--- src/rtl/hash_w.sv ---
// hash_w - SHA-2 message-schedule stage.
// Loads one 16-word message block, then presents schedule word W_t on w for
// every round advance, generating W_16 onward in a 16-entry rolling window.
// Supports SHA-256 (32-bit words in [63:32]) and SHA-384/512 (64-bit words).
//
// Ports:
//   clk        system clock
//   rst        synchronous active-high reset
//   h_clr      control-unit clear, aborts any load or run
//   h_flg_384  1 = SHA-384/512 mode, 0 = SHA-256 mode (latched per block)
//   m_vld      message word valid
//   m_word     message word (SHA-256 uses [63:32])
//   m_rdy      block can accept a message word
//   w_adv      advance to next round (from KW kw_nxt)
//   w          current schedule word W_t
//   w_full     16 words loaded, schedule valid
//   w_cnt      current round t
//   w_err      sticky: w_adv seen while not running
//
// state | meaning
// IDLE  | waiting for first word of a block, m_rdy = 1
// LOAD  | 1..15 words received, m_rdy = 1
// RUN   | schedule valid, advancing on w_adv
module hash_w (
  input  logic        clk,
  input  logic        rst,
  input  logic        h_clr,
  input  logic        h_flg_384,
  input  logic        m_vld,
  input  logic [63:0] m_word,
  output logic        m_rdy,
  input  logic        w_adv,
  output logic [63:0] w,
  output logic        w_full,
  output logic [6:0]  w_cnt,
  output logic        w_err
);

  typedef enum logic [1:0] {IDLE, LOAD, RUN} state_t;

  state_t      state;
  logic [3:0]  ld_cnt;
  logic        mode_q;
  logic [63:0] win [16];

  logic        ld_fire;
  logic        ld_mode;
  logic        last_adv;
  logic [63:0] ld_word;
  logic [63:0] w_new;

  function automatic logic [31:0] s0_256(input logic [31:0] x);
    return {x[6:0], x[31:7]} ^ {x[17:0], x[31:18]} ^ (x >> 3);
  endfunction

  function automatic logic [31:0] s1_256(input logic [31:0] x);
    return {x[16:0], x[31:17]} ^ {x[18:0], x[31:19]} ^ (x >> 10);
  endfunction

  function automatic logic [63:0] s0_512(input logic [63:0] x);
    return {x[0], x[63:1]} ^ {x[7:0], x[63:8]} ^ (x >> 7);
  endfunction

  function automatic logic [63:0] s1_512(input logic [63:0] x);
    return {x[18:0], x[63:19]} ^ {x[60:0], x[63:61]} ^ (x >> 6);
  endfunction

  always_comb begin
    ld_fire  = m_vld && m_rdy;
    // The first word of a block is stored before mode_q has captured the mode.
    ld_mode  = (state == IDLE) ? h_flg_384 : mode_q;
    ld_word  = ld_mode ? m_word : {m_word[63:32], 32'h0};
    last_adv = mode_q ? (w_cnt == 7'd79) : (w_cnt == 7'd63);
    if (mode_q)
      w_new = s1_512(win[14]) + win[9] + s0_512(win[1]) + win[0];
    else
      w_new = {s1_256(win[14][63:32]) + win[9][63:32] +
               s0_256(win[1][63:32]) + win[0][63:32], 32'h0};
  end

  assign w = mode_q ? win[0] : {win[0][63:32], 32'h0};

  always_ff @(posedge clk) begin
    if (rst || h_clr) begin
      state  <= IDLE;
      ld_cnt <= '0;
      mode_q <= 1'b0;
      m_rdy  <= 1'b1;
      w_full <= 1'b0;
      w_cnt  <= '0;
      w_err  <= 1'b0;
      for (int i = 0; i < 16; i++) win[i] <= '0;
    end else begin
      if (w_adv && (state != RUN)) w_err <= 1'b1;
      case (state)
        IDLE, LOAD: begin
          if (ld_fire) begin
            win[ld_cnt] <= ld_word;
            ld_cnt      <= ld_cnt + 4'd1;
            if (state == IDLE) begin
              mode_q <= h_flg_384;
              state  <= LOAD;
            end
            if (ld_cnt == 4'd15) begin
              state  <= RUN;
              m_rdy  <= 1'b0;
              w_full <= 1'b1;
            end
          end
        end
        RUN: begin
          if (w_adv) begin
            for (int i = 0; i < 15; i++) win[i] <= win[i+1];
            win[15] <= w_new;
            if (last_adv) begin
              state  <= IDLE;
              ld_cnt <= '0;
              w_cnt  <= '0;
              m_rdy  <= 1'b1;
              w_full <= 1'b0;
            end else begin
              w_cnt <= w_cnt + 7'd1;
            end
          end
        end
        default: state <= IDLE;
      endcase
    end
  end

endmodule

--- config.mk ---
export PLATFORM = sky130hd
export DESIGN_NAME = hash_w
export DESIGN_NICKNAME = d
export VERILOG_FILES = /design/src/rtl/hash_w.sv
export SDC_FILE = /design/constraint.sdc
export NUM_CORES = 2
export LEC_CHECK = 0
export BUFFER_PORTS_ARGS = -buffer_cell sky130_fd_sc_hd__buf_2
export CAP_MARGIN = 10
export CORE_MARGIN = 4
export CORE_UTILIZATION = 44
export CTS_CLUSTER_DIAMETER = 150
export CTS_CLUSTER_SIZE = 30
export DETAILED_ROUTE_END_ITERATION = 16
export PLACE_DENSITY = 0.57
export REMOVE_ABC_BUFFERS = 1
export SYNTH_ARGS = -nofsm -noshare
export SYNTH_HDL_FRONTEND = slang
export SYNTH_SLANG_ARGS = --single-unit
--- constraint.sdc ---
create_clock -name clk -period 7.35 [get_ports clk]
set_input_delay 0.735 -clock clk [delete_from_list [all_inputs] [get_ports clk]]
set_output_delay 0.735 -clock clk [all_outputs]
set_load 0.01 [all_outputs]
==> flow_metrics.env <==
export IMPL_critPathMaxStageDelay_ns=0.92
export IMPL_drtIter0Drc=5306
export IMPL_finalWirelength_um=202000
export IMPL_gp_congestion=1.02
export IMPL_status="finished, final reports clean"
export IMPL_ys_warn_count=0
export IMPL_ant_nets=0
export IMPL_ctsHtreeMaxLevel=2
export IMPL_drc=0
export IMPL_post_cts_setup_buffers=0
export IMPL_setup_tns_ns=0
export IMPL_first_pass_iters=6
export IMPL_ys_async_sr_fraction_pct=0
export IMPL_crit_path_start_kind="flip-flop"
export IMPL_path_clk_slew_ns=0.12
export IMPL_synth_common_cells="edfxtp_1, nand2_1, o21ai_0"
export IMPL_finalInstanceArea_um2=60500
export IMPL_r2r_start="win[14][17]$_DFFE_PP_"
export IMPL_grt_pass1_wl_um=290000
export IMPL_crit_chain="xnor2_1 -> xnor2_1 -> fa_1 -> inv_1 -> fa_1 -> inv_1 -> ha_1 -> a21o_1 -> o41ai_1 -> o22ai_1 -> nor3_1 -> nor2_1 -> a211oi_1 -> o21ai_0 -> o2111a_1 -> a221o_1"
export IMPL_rsz0062_at_grt="no"
export IMPL_fmax_mhz=161
export IMPL_synth_seq_cells=1041
export IMPL_peakVddDrop_uv=154
export IMPL_r2r_end="win[15][61]$_DFFE_PP_"
export IMPL_vias=41200
export IMPL_start_util_pct=44.3
export IMPL_viasPerCell=6.03
export IMPL_worstPathRequired_ns=7.81
export IMPL_yosysTopAreaCell="edfxtp_1"
export IMPL_cts_sinks=1041
export IMPL_die_w_um=369
export IMPL_grt_max_degree=175
export IMPL_hold_buffers=0
export IMPL_clk_insertion_delay_late_ns=0.70
export IMPL_yosysMostFrequentCell="edfxtp_1"
export IMPL_worstPathArrival_ns=6.65
export IMPL_port_buffers=143
export IMPL_dp_cells=6758
export IMPL_placed_cell_area_um2=59300
export IMPL_root_buffer="clkbuf_16"
export IMPL_worstSetupEndpointType="flip-flop"
export IMPL_grt_antenna_before_repair=7
export IMPL_netlist_area_leader_share_pct=53.5
export IMPL_fp_row_count=132
export IMPL_worst_pin_slew_ns=1.27
export IMPL_finalNetCount=5416
export IMPL_syn_area_per_cell_um2=10.9
export IMPL_first_global_vias=39000
export IMPL_numCtsBuffers=41
export IMPL_slowest_stage="a211oi_1"
export IMPL_ios=144
export IMPL_hold_violations=0
export IMPL_syn_area_um2=57500
export IMPL_die_area_um2=136000
export IMPL_hpwl_um=141000
export IMPL_cts_buffer_depth=3
export IMPL_ys_types=74
export IMPL_finalCriticalPeriod_ns=6.19
export IMPL_drive_above_1_share_pct=6.48
export IMPL_finClkSkew_ns=0.0459
export IMPL_fillers=12100
export IMPL_track_usage_pct=29.2
export IMPL_setup_ws_ns=1.16
export IMPL_fin_crit_sh_pct=84.3
export IMPL_synth_ff_type="edfxtp_1"
export IMPL_syn_instance_count=5283
export IMPL_crit_fanout=9
export IMPL_relSlewSlack_pct=14.3
export IMPL_cts_tree="built"
export IMPL_synth_edf_count=1024
export IMPL_worstSetupPathType="reg -> reg"
export IMPL_post_drt_wl_per_cell_um=29.6
export IMPL_fin_util_pct=46.7
export IMPL_ctsResizeCount=0
export IMPL_crit_start="win[14][17]$_DFFE_PP_"
export IMPL_die_h_um=369
export IMPL_core_region_area_um2=130000
export IMPL_overflow=0
export IMPL_syn_to_final_growth_pct=5.30
export IMPL_p_leak_nw=23.6
export IMPL_instances_no_fill=6824
export IMPL_yosysSeqAreaShare_pct=54.1
export IMPL_pre_cts_slack_ns=1.35
export IMPL_reg2regPathDepth=16
export IMPL_finalMaxSlewViolations=0
export IMPL_worstSetupEndpoint="win[15][61]$_DFFE_PP_"
export IMPL_hold_class="in -> reg"
export IMPL_r2r_setup_slack_ns=1.16
export IMPL_cap_violations=0
export IMPL_setup_viol=0
export IMPL_synth_area_top_cells="edfxtp_1, fa_1, xnor2_1, nand2_1, a22o_1"
export IMPL_cellPowerDensity_nw_per_um2=289
-- critical path: cells and delay by family (launching register included) --
kind                       cells  cell delay [ns]
AOI/OAI and AO/OA              7             2.59
and+or+nand+nor                2             0.47
DFF                            1             0.66
xor gates and xnor gates       2             0.69
adders and majority gates      3             1.41
buffers and inverters          2             0.11
-- worst min-delay path by stage --
stage,end,cells after the start,from
after global routing,w_err$_SDFFE_PN0P_,3,w_adv
after floorplan,win[1][0]$_DFFE_PP_,2,win[2][0]$_DFFE_PP_
final,w_err$_SDFFE_PN0P_,3,w_adv
after detailed placement,w_err$_SDFFE_PN0P_,2,w_err$_SDFFE_PN0P_
after global placement,w_err$_SDFFE_PN0P_,2,w_err$_SDFFE_PN0P_
after CTS,w_err$_SDFFE_PN0P_,3,w_adv
-- area by class of cell --
cell class / count / area [um^2] / share of cell area (%)
antenna: 1 / 2.50 / 0.00414
clock buffer: 57 / 1090 / 1.79
clock inverter: 8 / 116 / 0.192
inverter: 404 / 1520 / 2.51
multi-input combinational: 3351 / 23200 / 38.3
sequential: 1041 / 31100 / 51.4
tap: 1742 / 2180 / 3.60
timing repair buffer: 220 / 1340 / 2.22
-- through the flow --
stage               power (mW)  hold slack [ns]
floorplan                 12.1            0.496
global placement          14.4            0.456
detailed placement        14.4            0.458
CTS                       17.4            0.277
global route              18.4            0.318
finish                    17.5            0.318
-- cells in the final DEF, fill, tap and decap left out, types with 6 or more instances in the layout --
cell          n
nor3_1       21
nand2_1     774
nand2_4      17
nand3_1     359
nor2_2       12
o31ai_1       7
a21o_1       60
and2_1       40
a21oi_1     109
a31oi_1      17
nand4_1      23
a22oi_1      18
inv_1       404
dfxtp_1      16
nor2_1       83
o22ai_1      28
o21bai_1     14
o211ai_1     10
a22o_1      321
ha_1         99
nand2b_1     11
edfxtp_1   1024
buf_2       143
fa_1        188
o21a_1       14
or3_1         8
clkbuf_16    41
clkbuf_1     16
a211oi_1      6
buf_4        73
xnor2_1     376
xor2_1       63
o21ai_0     555
and3_1       15
nor2b_1      13
-- routing by layer --
metal  vias up  track usage [%]  share of wire, %
met3       253             5.19               9.1
li1      17900                -                 -
met4         2             7.77               3.1
met2      1952             43.6                44
met1     21100             43.9                44
met5         -                0            0.0064
-- flip-flops by register name (all words and copies together), names as in the netlist --
| name | count |
|---|---|
| m_rdy | 1 |
| state | 2 |
| win | 1024 |
| w_cnt | 7 |
| w_err | 1 |
| mode_q | 1 |
| ld_cnt | 4 |
| w_full | 1 |
-- cells by family after synthesis --
| group | Yosys count | share of synthesized area (%) |
|---|---|---|
| xor+xnor | 439 | 6.69 |
| compound gates | 1210 | 13.7 |
| simple gates | 1409 | 10.7 |
| flops | 1041 | 54.1 |
| fa+ha+maj | 287 | 8.71 |
| buf+inv | 891 | 6.03 |
| mux | 6 | 0.107 |
-- report_power, final --
part           internal [mW]  switching, mW
Combinational           2.57           4.61
Sequential              6.92          0.352
Clock                   1.11           1.94
Power figures use the tool's default switching activity.
